**src/rtl/mem_access_ctrl_pkg.sv**
```systemverilog
// Shared types and default sizing for the CPU memory-port sequencer.
package mem_ctrl_pkg;

    localparam int ADDR_W_DEF  = 32;
    localparam int DATA_W_DEF  = 32;
    localparam int TIMEOUT_DEF = 15;

    typedef enum logic [1:0] {
        IDLE,
        ACCESS,
        RESP
    } state_t;

    typedef enum logic {
        OWN_FETCH = 1'b0,
        OWN_DATA  = 1'b1
    } owner_t;

endpackage

```
**src/rtl/mem_access_ctrl_rr_arb2.sv**
```systemverilog
// Two-way round-robin arbiter between fetch and data requesters.
module rr_arb2
    import mem_ctrl_pkg::*;
(
    input  logic       fetch_req,
    input  logic       data_req,
    input  logic       last_owner,
    output logic [1:0] grant
);

    // grant[0] = fetch, grant[1] = data; on a tie the requester not served last wins
    always_comb begin
        grant = 2'b00;
        if (fetch_req && data_req) begin
            if (owner_t'(last_owner) == OWN_FETCH) begin
                grant = 2'b10;
            end else begin
                grant = 2'b01;
            end
        end else if (fetch_req) begin
            grant = 2'b01;
        end else if (data_req) begin
            grant = 2'b10;
        end
    end

endmodule

```
**src/rtl/mem_access_ctrl.sv**
```systemverilog
// Memory-port sequencer: arbitrates fetch vs. data, holds the access until
// mem_ready or timeout, captures read data and pulses IR/MDR load strobes.
module mem_access_ctrl
    import mem_ctrl_pkg::*;
#(
    parameter int ADDR_W  = ADDR_W_DEF,
    parameter int DATA_W  = DATA_W_DEF,
    parameter int TIMEOUT = TIMEOUT_DEF
) (
    input  logic              clk,
    input  logic              rst_n,
    input  logic              if_req,
    input  logic [ADDR_W-1:0] if_addr,
    output logic              if_done,
    output logic              ir_we,
    input  logic              d_req,
    input  logic              d_we,
    input  logic [ADDR_W-1:0] d_addr,
    input  logic [DATA_W-1:0] d_wdata,
    output logic              d_done,
    output logic              mdr_we,
    output logic [DATA_W-1:0] rdata,
    output logic              err,
    output logic              mem_en,
    output logic              mem_we,
    output logic [ADDR_W-1:0] mem_addr,
    output logic [DATA_W-1:0] mem_wdata,
    input  logic [DATA_W-1:0] mem_rdata,
    input  logic              mem_ready
);

    localparam int CNT_W = $clog2(TIMEOUT + 1);
    localparam logic [CNT_W-1:0] CNT_LAST = CNT_W'(TIMEOUT - 1);
    localparam logic [CNT_W-1:0] CNT_MAX  = '1;

    state_t           state;
    state_t           state_next;
    owner_t           last_owner;
    logic             is_write;
    logic [CNT_W-1:0] wait_cnt;
    logic [1:0]       grant;
    logic             timeout_hit;

    rr_arb2 u_arb (
        .fetch_req  (if_req),
        .data_req   (d_req),
        .last_owner (last_owner),
        .grant      (grant)
    );

    always_ff @(posedge clk) begin
        if (!rst_n) begin
            state <= IDLE;
        end else begin
            state <= state_next;
        end
    end

    always_comb begin
        state_next  = state;
        timeout_hit = 1'b0;
        case (state)
            IDLE: begin
                if (|grant) begin
                    state_next = ACCESS;
                end
            end
            ACCESS: begin
                if (mem_ready) begin
                    state_next = RESP;
                end else if (wait_cnt == CNT_LAST) begin
                    timeout_hit = 1'b1;
                    state_next  = RESP;
                end
            end
            RESP:    state_next = IDLE;
            default: state_next = IDLE;
        endcase
    end

    // The owner of the current access is by construction the last one served,
    // so a single register serves both the done steering and the arbiter.
    always_ff @(posedge clk) begin
        if (!rst_n) begin
            last_owner <= OWN_FETCH;
            is_write   <= 1'b0;
            wait_cnt   <= '0;
            err        <= 1'b0;
            rdata      <= '0;
            mem_addr   <= '0;
            mem_wdata  <= '0;
        end else begin
            case (state)
                IDLE: begin
                    if (|grant) begin
                        err      <= 1'b0;
                        wait_cnt <= '0;
                        if (grant[1]) begin
                            last_owner <= OWN_DATA;
                            is_write   <= d_we;
                            mem_addr   <= d_addr;
                            mem_wdata  <= d_wdata;
                        end else begin
                            last_owner <= OWN_FETCH;
                            is_write   <= 1'b0;
                            mem_addr   <= if_addr;
                            mem_wdata  <= '0;
                        end
                    end
                end
                ACCESS: begin
                    if (mem_ready) begin
                        if (!is_write) begin
                            rdata <= mem_rdata;
                        end
                    end else if (timeout_hit) begin
                        err <= 1'b1;
                    end else if (wait_cnt != CNT_MAX) begin
                        wait_cnt <= wait_cnt + CNT_W'(1);
                    end
                end
                default: begin
                end
            endcase
        end
    end

    always_comb begin
        mem_en  = (state == ACCESS);
        mem_we  = (state == ACCESS) && is_write;
        if_done = (state == RESP) && (last_owner == OWN_FETCH);
        d_done  = (state == RESP) && (last_owner == OWN_DATA);
        ir_we   = if_done;
        mdr_we  = d_done && !is_write;
    end

endmodule

```
**config.mk**
```make
export PLATFORM = sky130hd
export DESIGN_NAME = mem_access_ctrl
export DESIGN_NICKNAME = d
export VERILOG_FILES = /design/src/rtl/mem_access_ctrl_pkg.sv /design/src/rtl/mem_access_ctrl_rr_arb2.sv /design/src/rtl/mem_access_ctrl.sv
export SDC_FILE = /design/constraint.sdc
export NUM_CORES = 1
export LEC_CHECK = 0
export ABC_AREA = 1
export BUFFER_PORTS_ARGS = -buffer_cell sky130_fd_sc_hd__buf_2
export CELL_PAD_IN_SITES_DETAIL_PLACEMENT = 1
export CELL_PAD_IN_SITES_GLOBAL_PLACEMENT = 1
export CORE_ASPECT_RATIO = 0.7
export CORE_UTILIZATION = 32
export CTS_CLUSTER_DIAMETER = 200
export CTS_CLUSTER_SIZE = 25
export DETAILED_ROUTE_END_ITERATION = 8
export PLACE_DENSITY_LB_ADDON = 0.1
export SLEW_MARGIN = 40
export SYNTH_ARGS = -nofsm -noshare
export SYNTH_HDL_FRONTEND = slang
export SYNTH_SLANG_ARGS = --single-unit
```
**constraint.sdc**
```tcl
create_clock -name clk -period 3.2 [get_ports clk]
set_input_delay 0.32 -clock clk [delete_from_list [all_inputs] [get_ports clk]]
set_output_delay 0.32 -clock clk [all_outputs]
set_load 0.005 [all_outputs]
```
==> results of run 1 <==
==> sequential cells by signal (all words and copies together) (netlist names) <==
signal      cells
err             1
is_write        1
last_owner      1
mem_addr       32
mem_wdata      32
rdata          32
state           2
wait_cnt        4
==> logic make-up (layout without fill, tap and decap cells) <==
kind of cell / count (synthesis) / after routing
AO/OA/AOI/OAI: 138 / 138
AND/OR/NAND/NOR: 237 / 237
buffers and inverters: 54 / 276
flip-flops: 105 / 105
adder cells (fa/ha/maj): 2 / 2
==> area by class of cell <==
type / instances / area (µm²) / area share
inverters: 17 / 63.8 / 0.0114
well taps: 162 / 203 / 0.0362
clock inverters: 4 / 53.8 / 0.00962
multi-input cells: 377 / 1700 / 0.304
clock buffers: 12 / 236 / 0.0423
repair buffers: 243 / 1230 / 0.221
flip-flops and latches: 105 / 2100 / 0.376
==> power groups by stage <==
stage | Clock (mW) | Sequential [mW] | Combinational [mW]
after floorplan | 0 | 1.52 | 0.274
after global placement | 0 | 1.51 | 0.517
after detailed placement | 0 | 1.52 | 0.536
after CTS | 1.12 | 1.49 | 0.539
after global routing | 1.18 | 1.50 | 0.600
final | 1.09 | 1.49 | 0.531
==> per-layer routing <==
layer	track usage	part of all wire	routed length, µm	up-vias
li1	-	-	-	2187
met5	0	0	0	-
met3	0.0595	0.068	942	18
met1	0.247	0.44	6030	2019
met2	0.357	0.48	6610	153
met4	0.0540	0.014	187	0
==> cells in the mapped netlist <==
master / instances
buf_6: 3
nand2_1: 144
o21ai_0: 62
clkbuf_1: 18
nor3_1: 2
buf_4: 9
inv_1: 15
nor4_1: 1
inv_2: 2
nor3_4: 1
buf_2: 7
a21oi_1: 40
nor2_2: 1
o21a_1: 1
o21ai_1: 3
nor2_1: 73
nand3_1: 9
a31oi_1: 32
dfxtp_1: 105
nor2_4: 1
or2_2: 1
nand4_1: 1
nand2_2: 3
ha_1: 2
==> critical path, cell delays in order, from the launching register on <==
cell,delay (ns)
dfxtp_1,0.39
nor2_1,0.14
nand2_1,0.43
inv_1,0.23
buf_4,0.48
o21ai_0,0.17
a31oi_1,0.18
==> how the worst max path moves through the flow <==
stage	slack, ns	to	startpoint
global route	0.85	mem_addr[10]	state[0]
finish	1.10	mem_addr[29]	state[0]
CTS	1.14	mem_addr[10]	state[0]
floorplan	1.97	wait_cnt[1]	wait_cnt[0]
global placement	1.22	mem_addr[26]	if_req
detailed placement	1.15	mem_addr[29]	d_req
==> metrics by stage <==
step | instance area, µm² | util | worst slack, ns
finish | 5590 | 0.450 | 1.10
global route | 5590 | 0.450 | 0.847
CTS | 5590 | 0.450 | 1.14
detailed placement | 5300 | 0.427 | 1.15
global placement | 5300 | 0.427 | 1.22
floorplan | 4070 | - | 1.97
==> run metrics, run 1 <==
status=finished clean; number of primary I/O pins=~240; Synth Instances=approximately 540; vias in the first global route=approximately 4300; WL per Instance=between 10 and 15 µm; via/cell ratio=4.76; Die Span Y=approximately 96 µm; drt drc=0; hold_ws=about 0.20 ns; initial core utilization=0.328; Final Skew=between 0.005 and 0.006 ns; setup tns final=0 ns; Post-DP HPWL=between 9 and 10 mm; Cell Area, Synth=a little over 4000 µm²; Reg2Reg Depth=6; # Post-CTS Setup Buffers=0; synth top area cells=dfxtp_1 52%, nand2_1 13%, o21ai_0 7.6%; r2r endpoint=mem_addr[29]; area leader, netlist=dfxtp_1; clock tree buffer depth=2; share of layout cells above drive strength 1=0.352; ant diodes=0; Leak Pwr=between 2 and 3 nW; Hold Crit Depth=3; Iter 0 DRT Violations=approximately 170; Slew @ Worst Pin=a little under 0.7 ns; GPL Wtd Cong=between 0.7 and 0.8; switch share=0.275; Placed Instances=approximately 900; DR pass1 iterations=5; vias post-DR=4377; Clk pwr share=0.351; Reg power frac=0.479; library cells used by synthesis=24; post-synthesis mux area share=0; worst min path class=input port to flop; share of the synthesized area in the top cell type=0.517; max-slew violations=0; width of the die=137 µm; grt ovf=0; IO buf count=around 240; H-tree depth=3; sequential area share after synthesis=0.517; Synth Area in Adders=0.00615; TritonCTS Sinks=roughly 110; total of max-cap violations=0; CP arrival=about 2.4 ns; power after layout=3.11 mW; post-route ant nets=0; first-pass GRT wire length=roughly 21 mm; Post-Synth Simple-Gate Area=0.231; register-to-register setup slack=approximately 1.1 ns; Final Hold Violating Endpoints=0; Max IR drop VDD=between 200 and 300 µV; fin crit period=between 2 and 2.5 ns; Final setup viols=0; most frequent cells in the layout=236 x buf_2, 144 x nand2_1, 105 x dfxtp_1; Detailed Route WL=13.8 mm; die area=13200 µm²; Slew HR=0.542; #FFs+latches synth=between 100 and 150; RSZ-0062 raised after global routing=false; Gate power share=0.171; Worst Hold Endpoint=rdata[22]; Std-Cell Rows=34; sw power=0.854 mW; Root Buffer=clkbuf_16; CP endpoint kind=flop; PwrDens=between 500 and 600 nW/µm²; gr usage total=0.205; reg2reg start=state[0]; CP Launch Type=flop; synth warn=0; clk slew on worst S/H paths=around 0.07 ns; antenna violations before repair=0; Tcrit/Tclk final=0.656; Int Pwr=approximately 2.3 mW; Mapped Avg Cell Area=7.59 µm²; Num CTS Buffers=9; commonest non-fill, non-tap cell in the layout=buf_2; Syn Nets=672; CTS tree=built; Crit Path Class=flop to flop; Core ar.=~12000 µm²; post-synthesis xor/xnor area fraction=0; largest net degree at the start of global routing=65; synth-to-layout area growth=37.4%; worst skew pair latency=0.34 ns; Nets=between 800 and 900; Hold Crit Start=mem_rdata[22]; post-route non-filler standard cell count=between 900 and 1000; compound-gate portion of the synthesized area=0.180; Max Freq=about 480 MHz; Max FO, Critical Path=between 60 and 70; fillcell total=1633; largest family of logic cells by synthesized area=simple AND/OR/NAND/NOR gates; CTS Hold Bufs=0; Post-CTS Resized=0; WP data required=between 3 and 4 ns
No activity file was read; power rests on OpenSTA's default activity.
==> inputs of run 2 (changes only) <==
--- a/config.mk
+++ b/config.mk
@@ -10,7 +10,7 @@
 export CELL_PAD_IN_SITES_DETAIL_PLACEMENT = 1
 export CELL_PAD_IN_SITES_GLOBAL_PLACEMENT = 1
 export CORE_ASPECT_RATIO = 0.7
-export CORE_UTILIZATION = 32
+export CORE_UTILIZATION = 27
 export CTS_CLUSTER_DIAMETER = 200
 export CTS_CLUSTER_SIZE = 25
 export DETAILED_ROUTE_END_ITERATION = 8
==> constraint.sdc (replaced) <==
create_clock -name clk -period 1.7 [get_ports clk]
set_input_delay 0.17 -clock clk [delete_from_list [all_inputs] [get_ports clk]]
set_output_delay 0.17 -clock clk [all_outputs]
set_load 0.005 [all_outputs]
==> run 2 against run 1 <==
  * Via count is 0.14% lower
  * Die area increased by 18%
  * Sequential power is 88% higher
  * Routed wire length increased by 0.95%
  * Sequential cell count is the same
  * Combinational power is 94% higher
==> run metrics, run 2 (synthesized netlist as in run 1, its figures left out) <==
status=finished clean; Tcrit/Tclk final=0.897 (+0.241); fin crit period=1.53 ns (-0.573 ns); initial core utilization=0.276 (-0.0512); Detailed Route WL=13.9 mm (+0.95%); drt drc=0 (unchanged); total of max-cap violations=0 (unchanged); Post-DP Area=5390 µm² (+1.7%); vias in the first global route=4557 (+7.0%); Num CTS Buffers=9 (unchanged); Final setup viols=0 (unchanged); grt ovf=0 (unchanged); worst min path class=input port to flop; RSZ-0062 raised after global routing=false; Post-CTS Resized=0 (unchanged); Std-Cell Rows=37 (+8.8%); largest net degree at the start of global routing=65 (unchanged); GPL Wtd Cong=0.770 (-1.8%); TritonCTS Sinks=105 (unchanged); antenna violations before repair=4 (+4); Final Skew=0.00746 ns (+0.00201 ns); first-pass GRT wire length=22.4 mm (+7.1%); Slew HR=0.546 (+0.00333); # Post-CTS Setup Buffers=0 (unchanged); Design Area, Final=5700 µm² (+2.0%); CP endpoint kind=flop; clk slew on worst S/H paths=0.07 ns (about the same); via/cell ratio=4.56 (-4.2%); Die Span Y=105 µm (+8.7%); PwrDens=1040 nW/µm² (+88%); width of the die=149 µm (+8.7%); worst skew pair latency=0.34 ns (about the same); H-tree depth=3 (unchanged); share of layout cells above drive strength 1=0.356 (+0.00387); Final Hold Violating Endpoints=0 (unchanged); Iter 0 DRT Violations=164 (-1.8%); Root Buffer=clkbuf_16; number of primary I/O pins=237 (unchanged); post-route ant nets=0 (unchanged); most frequent cells in the layout=236 x buf_2, 144 x nand2_1, 105 x dfxtp_1; WL per Instance=14.5 µm (-3.2%); IO buf count=236 (unchanged); Slew @ Worst Pin=0.680 ns (-0.00433 ns); CTS tree=built; CP arrival=1.78 ns (-0.58 ns); die area=15600 µm² (+18%); gr usage total=0.181 (-0.0235); setup tns final=0 ns (unchanged); biggest regs=mem_addr: 32 flops, mem_wdata: 32 flops, rdata: 32 flops; Core ar.=14700 µm² (+19%); Post-DP HPWL=10.3 mm (+2.9%); synth-to-layout area growth=40.2%; fillcell total=1888 (+16%); Crit Path Class=flop to flop; clock tree buffer depth=2 (unchanged); DR pass1 iterations=4 (-1); max-slew violations=0 (unchanged); CTS Hold Bufs=0 (unchanged); WP data required=1.96 ns (-1.51 ns); Max FO, Critical Path=6 (-91%); Leak Pwr=2.83 nW (+1.5%); commonest non-fill, non-tap cell in the layout=buf_2; Max IR drop VDD=405 µV (+49%); Nets=894 (+0.56%); CP Launch Type=flop; Max Freq=656 MHz (+38%); vias post-DR=4371 (-0.14%)
-- run 2: final timing paths --
kind	start	endpoint	slack, ns	cells after the start
min	mem_rdata[21]	rdata[21]	0.05	3
max	wait_cnt[0]	wait_cnt[2]	0.17	7
min reg2reg	mem_wdata[11]	mem_wdata[11]	0.46	2
max reg2reg	wait_cnt[0]	wait_cnt[2]	0.17	7
-- run 2: stage by stage --
stage	total power [mW]	setup WS, ns	std cells	utilization	hold slack (ns)
final	5.96	0.175	959	0.387	0.0529
after floorplan	3.37	0.473	536	-	0.305
after global routing	6.31	0.0783	959	0.387	0.0489
after CTS	6.08	0.193	956	0.387	0.0352
after global placement	3.85	0.338	942	0.366	0.394
after detailed placement	3.90	0.193	942	0.366	0.401
-- run 2: critical path, cell delays in order (launching register included) --
cell     delay, ns
dfxtp_1       0.44
inv_1         0.09
ha_1          0.21
nand3_1       0.10
nand3_1       0.14
nand2_2       0.16
nand3_1       0.10
a21oi_1       0.20
-- run 2: power breakdown --
part | leakage, nW | total, mW | internal, mW | switching [mW]
registers | 0.862 | 2.80 | 2.68 | 0.119
clock network | 0.147 | 2.14 | 1.25 | 0.890
logic | 1.82 | 1.03 | 0.441 | 0.586
total | 2.83 | 5.96 | 4.37 | 1.59
-- run 2: per-layer routing --
layer / track usage / vias up / wire [µm]
li1: - / 2198 / -
met5: 0 / - / 17
met3: 0.0659 / 18 / 1110
met2: 0.311 / 141 / 6620
met4: 0.0619 / 2 / 204
met1: 0.206 / 2012 / 5960
-- run 2: area by class of cell --
| class | count | area [µm²] | area share |
|---|---|---|---|
| antenna | 3 | 7.51 | 0.00132 |
| clock buffer | 12 | 267 | 0.0467 |
| clock inverter | 2 | 37.5 | 0.00658 |
| inverter | 17 | 63.8 | 0.0112 |
| multi-input combinational | 377 | 1700 | 0.298 |
| sequential | 105 | 2100 | 0.369 |
| tap | 195 | 244 | 0.0428 |
| timing repair buffer | 248 | 1280 | 0.225 |
==> inputs of run 3 (changes only) <==
--- a/config.mk
+++ b/config.mk
@@ -10,7 +10,7 @@
 export CELL_PAD_IN_SITES_DETAIL_PLACEMENT = 1
 export CELL_PAD_IN_SITES_GLOBAL_PLACEMENT = 1
 export CORE_ASPECT_RATIO = 0.7
-export CORE_UTILIZATION = 27
+export CORE_UTILIZATION = 32
 export CTS_CLUSTER_DIAMETER = 200
 export CTS_CLUSTER_SIZE = 25
 export DETAILED_ROUTE_END_ITERATION = 8
==> constraint.sdc (replaced) <==
create_clock -name clk -period 1.91 [get_ports clk]
set_input_delay 0.191 -clock clk [delete_from_list [all_inputs] [get_ports clk]]
set_output_delay 0.191 -clock clk [all_outputs]
set_load 0.005 [all_outputs]
==> run 3 against run 2 <==
  * Final area down 1.3%
  * Sequential share of layout area rose by 0.49 points
  * Critical path type unchanged
  * Cell count is 4.0% lower
==> run metrics, run 3 (synthesized netlist as in run 1, its figures left out) <==
Post-CTS Resized=0 (unchanged); antenna violations before repair=0 (-4); GPL Wtd Cong=0.731 (-5.1%); CTS Hold Bufs=0 (unchanged); Final Worst Setup Slack=0.287 ns (+0.113 ns); share of layout cells above drive strength 1=0.354 (-0.00170); biggest regs=mem_addr: 32 flops, mem_wdata: 32 flops, rdata: 32 flops; PwrDens=938 nW/µm² (-10%); number of primary I/O pins=237 (unchanged); status=finished clean; Post-DP HPWL=9.78 mm (-4.6%); fillcell total=1605 (-15%); vias post-DR=4315 (-1.3%); ant diodes=0 (-3); Tcrit/Tclk final=0.850 (-0.0476); dpl ws=0.288 ns (+0.0948 ns); fin crit period=1.62 ns (+0.0975 ns); Final setup viols=0 (unchanged); Core ar.=12400 µm² (-16%); gr usage total=0.199 (+0.0177); WP data required=2.17 ns (+0.21 ns); Die Span Y=96.3 µm (-8.0%); Slew @ Worst Pin=0.679 ns (-0.00107 ns); Nets=890 (-0.45%); Final Hold Violating Endpoints=0 (unchanged); Max Freq=616 MHz (-6.0%); Num CTS Buffers=9 (unchanged); hold_ws=0.0743 ns (+0.0214 ns); Crit Path Class=flop to flop; Max IR drop VDD=467 µV (+15%); worst min path class=input port to flop; worst skew pair latency=0.34 ns (about the same); commonest non-fill, non-tap cell in the layout=buf_2; grt ovf=0 (unchanged); die area=13200 µm² (-15%); max-slew violations=0 (unchanged); IO buf count=236 (unchanged); CP arrival=1.88 ns (+0.10 ns); largest net degree at the start of global routing=66 (+1.5%); post-route ant nets=0 (unchanged); setup tns final=0 ns (unchanged); clock tree buffer depth=2 (unchanged); Leak Pwr=2.81 nW (-0.60%); register area=2100 µm² (unchanged); Max FO, Critical Path=65 (+59); synth-to-layout area growth=38.3%; register-to-register setup slack=0.29 ns (+0.11 ns); vias in the first global route=4136 (-9.2%); Std-Cell Rows=34 (-8.1%); WL per Instance=14.6 µm (+0.56%); drt drc=0 (unchanged); clk slew on worst S/H paths=0.07 ns (about the same); footprint of the multi-input gates=1700 µm² (unchanged); H-tree depth=3 (unchanged); initial core utilization=0.328 (+0.0512); # Post-CTS Setup Buffers=0 (unchanged); CP Launch Type=flop; Detailed Route WL=13.4 mm (-3.4%); via/cell ratio=4.69 (+2.8%); CTS tree=built; total of max-cap violations=0 (unchanged); TritonCTS Sinks=105 (unchanged); first-pass GRT wire length=20.4 mm (-8.9%); Final Skew=0.00754 ns (+0.0000774 ns); DR pass1 iterations=4 (unchanged); RSZ-0062 raised after global routing=false; Slew HR=0.546 (+0.000717); Iter 0 DRT Violations=147 (-10%); width of the die=137 µm (-8.0%); Root Buffer=clkbuf_16; most frequent cells in the layout=236 x buf_2, 144 x nand2_1, 105 x dfxtp_1; CP endpoint kind=flop
[run 3: final timing paths]
path                                      end     startpoint  depth (start not counted)
worst min-delay path                 rdata[5]   mem_rdata[5]                          3
worst max register to register   mem_addr[31]       state[0]                          6
worst max-delay path             mem_addr[31]       state[0]                          6
worst min register to register  mem_wdata[21]  mem_wdata[21]                          2
[run 3: stage by stage]
step	instance area, µm²	power (mW)	util	instances
after CTS	5630	5.37	0.453	921
after floorplan	4070	3.00	-	536
after detailed placement	5320	3.45	0.428	905
after global routing	5630	5.58	0.453	921
final	5630	5.28	0.453	921
after global placement	5320	3.41	0.428	905
[run 3: per-layer routing]
layer  GRT usage  share of wire  up-vias
li1            -              -     2196
met1       0.237           0.44     1982
met2       0.346           0.48      131
met3      0.0690          0.074        6
met4      0.0421         0.0054        0
met5           0              0        -
[run 3: power by group]
part / switching, mW / internal, mW / leakage [nW]
combinational: 0.516 / 0.382 / 1.80
clock: 0.807 / 1.09 / 0.149
sequential: 0.101 / 2.38 / 0.862
[run 3: area by class of cell]
type,count,share of cell area
Clock buffer,12,0.0456
Sequential cell,105,0.373
Inverter,17,0.0113
Multi-Input combinational cell,377,0.302
Clock inverter,4,0.00911
Tap cell,162,0.0360
Timing Repair Buffer,244,0.223
[run 3: critical path: stages, from the launching register on]
cell     delay, ns
dfxtp_1       0.37
nor2_1        0.12
nand2_1       0.24
inv_1         0.18
buf_12        0.25
o21ai_0       0.14
a31oi_1       0.20
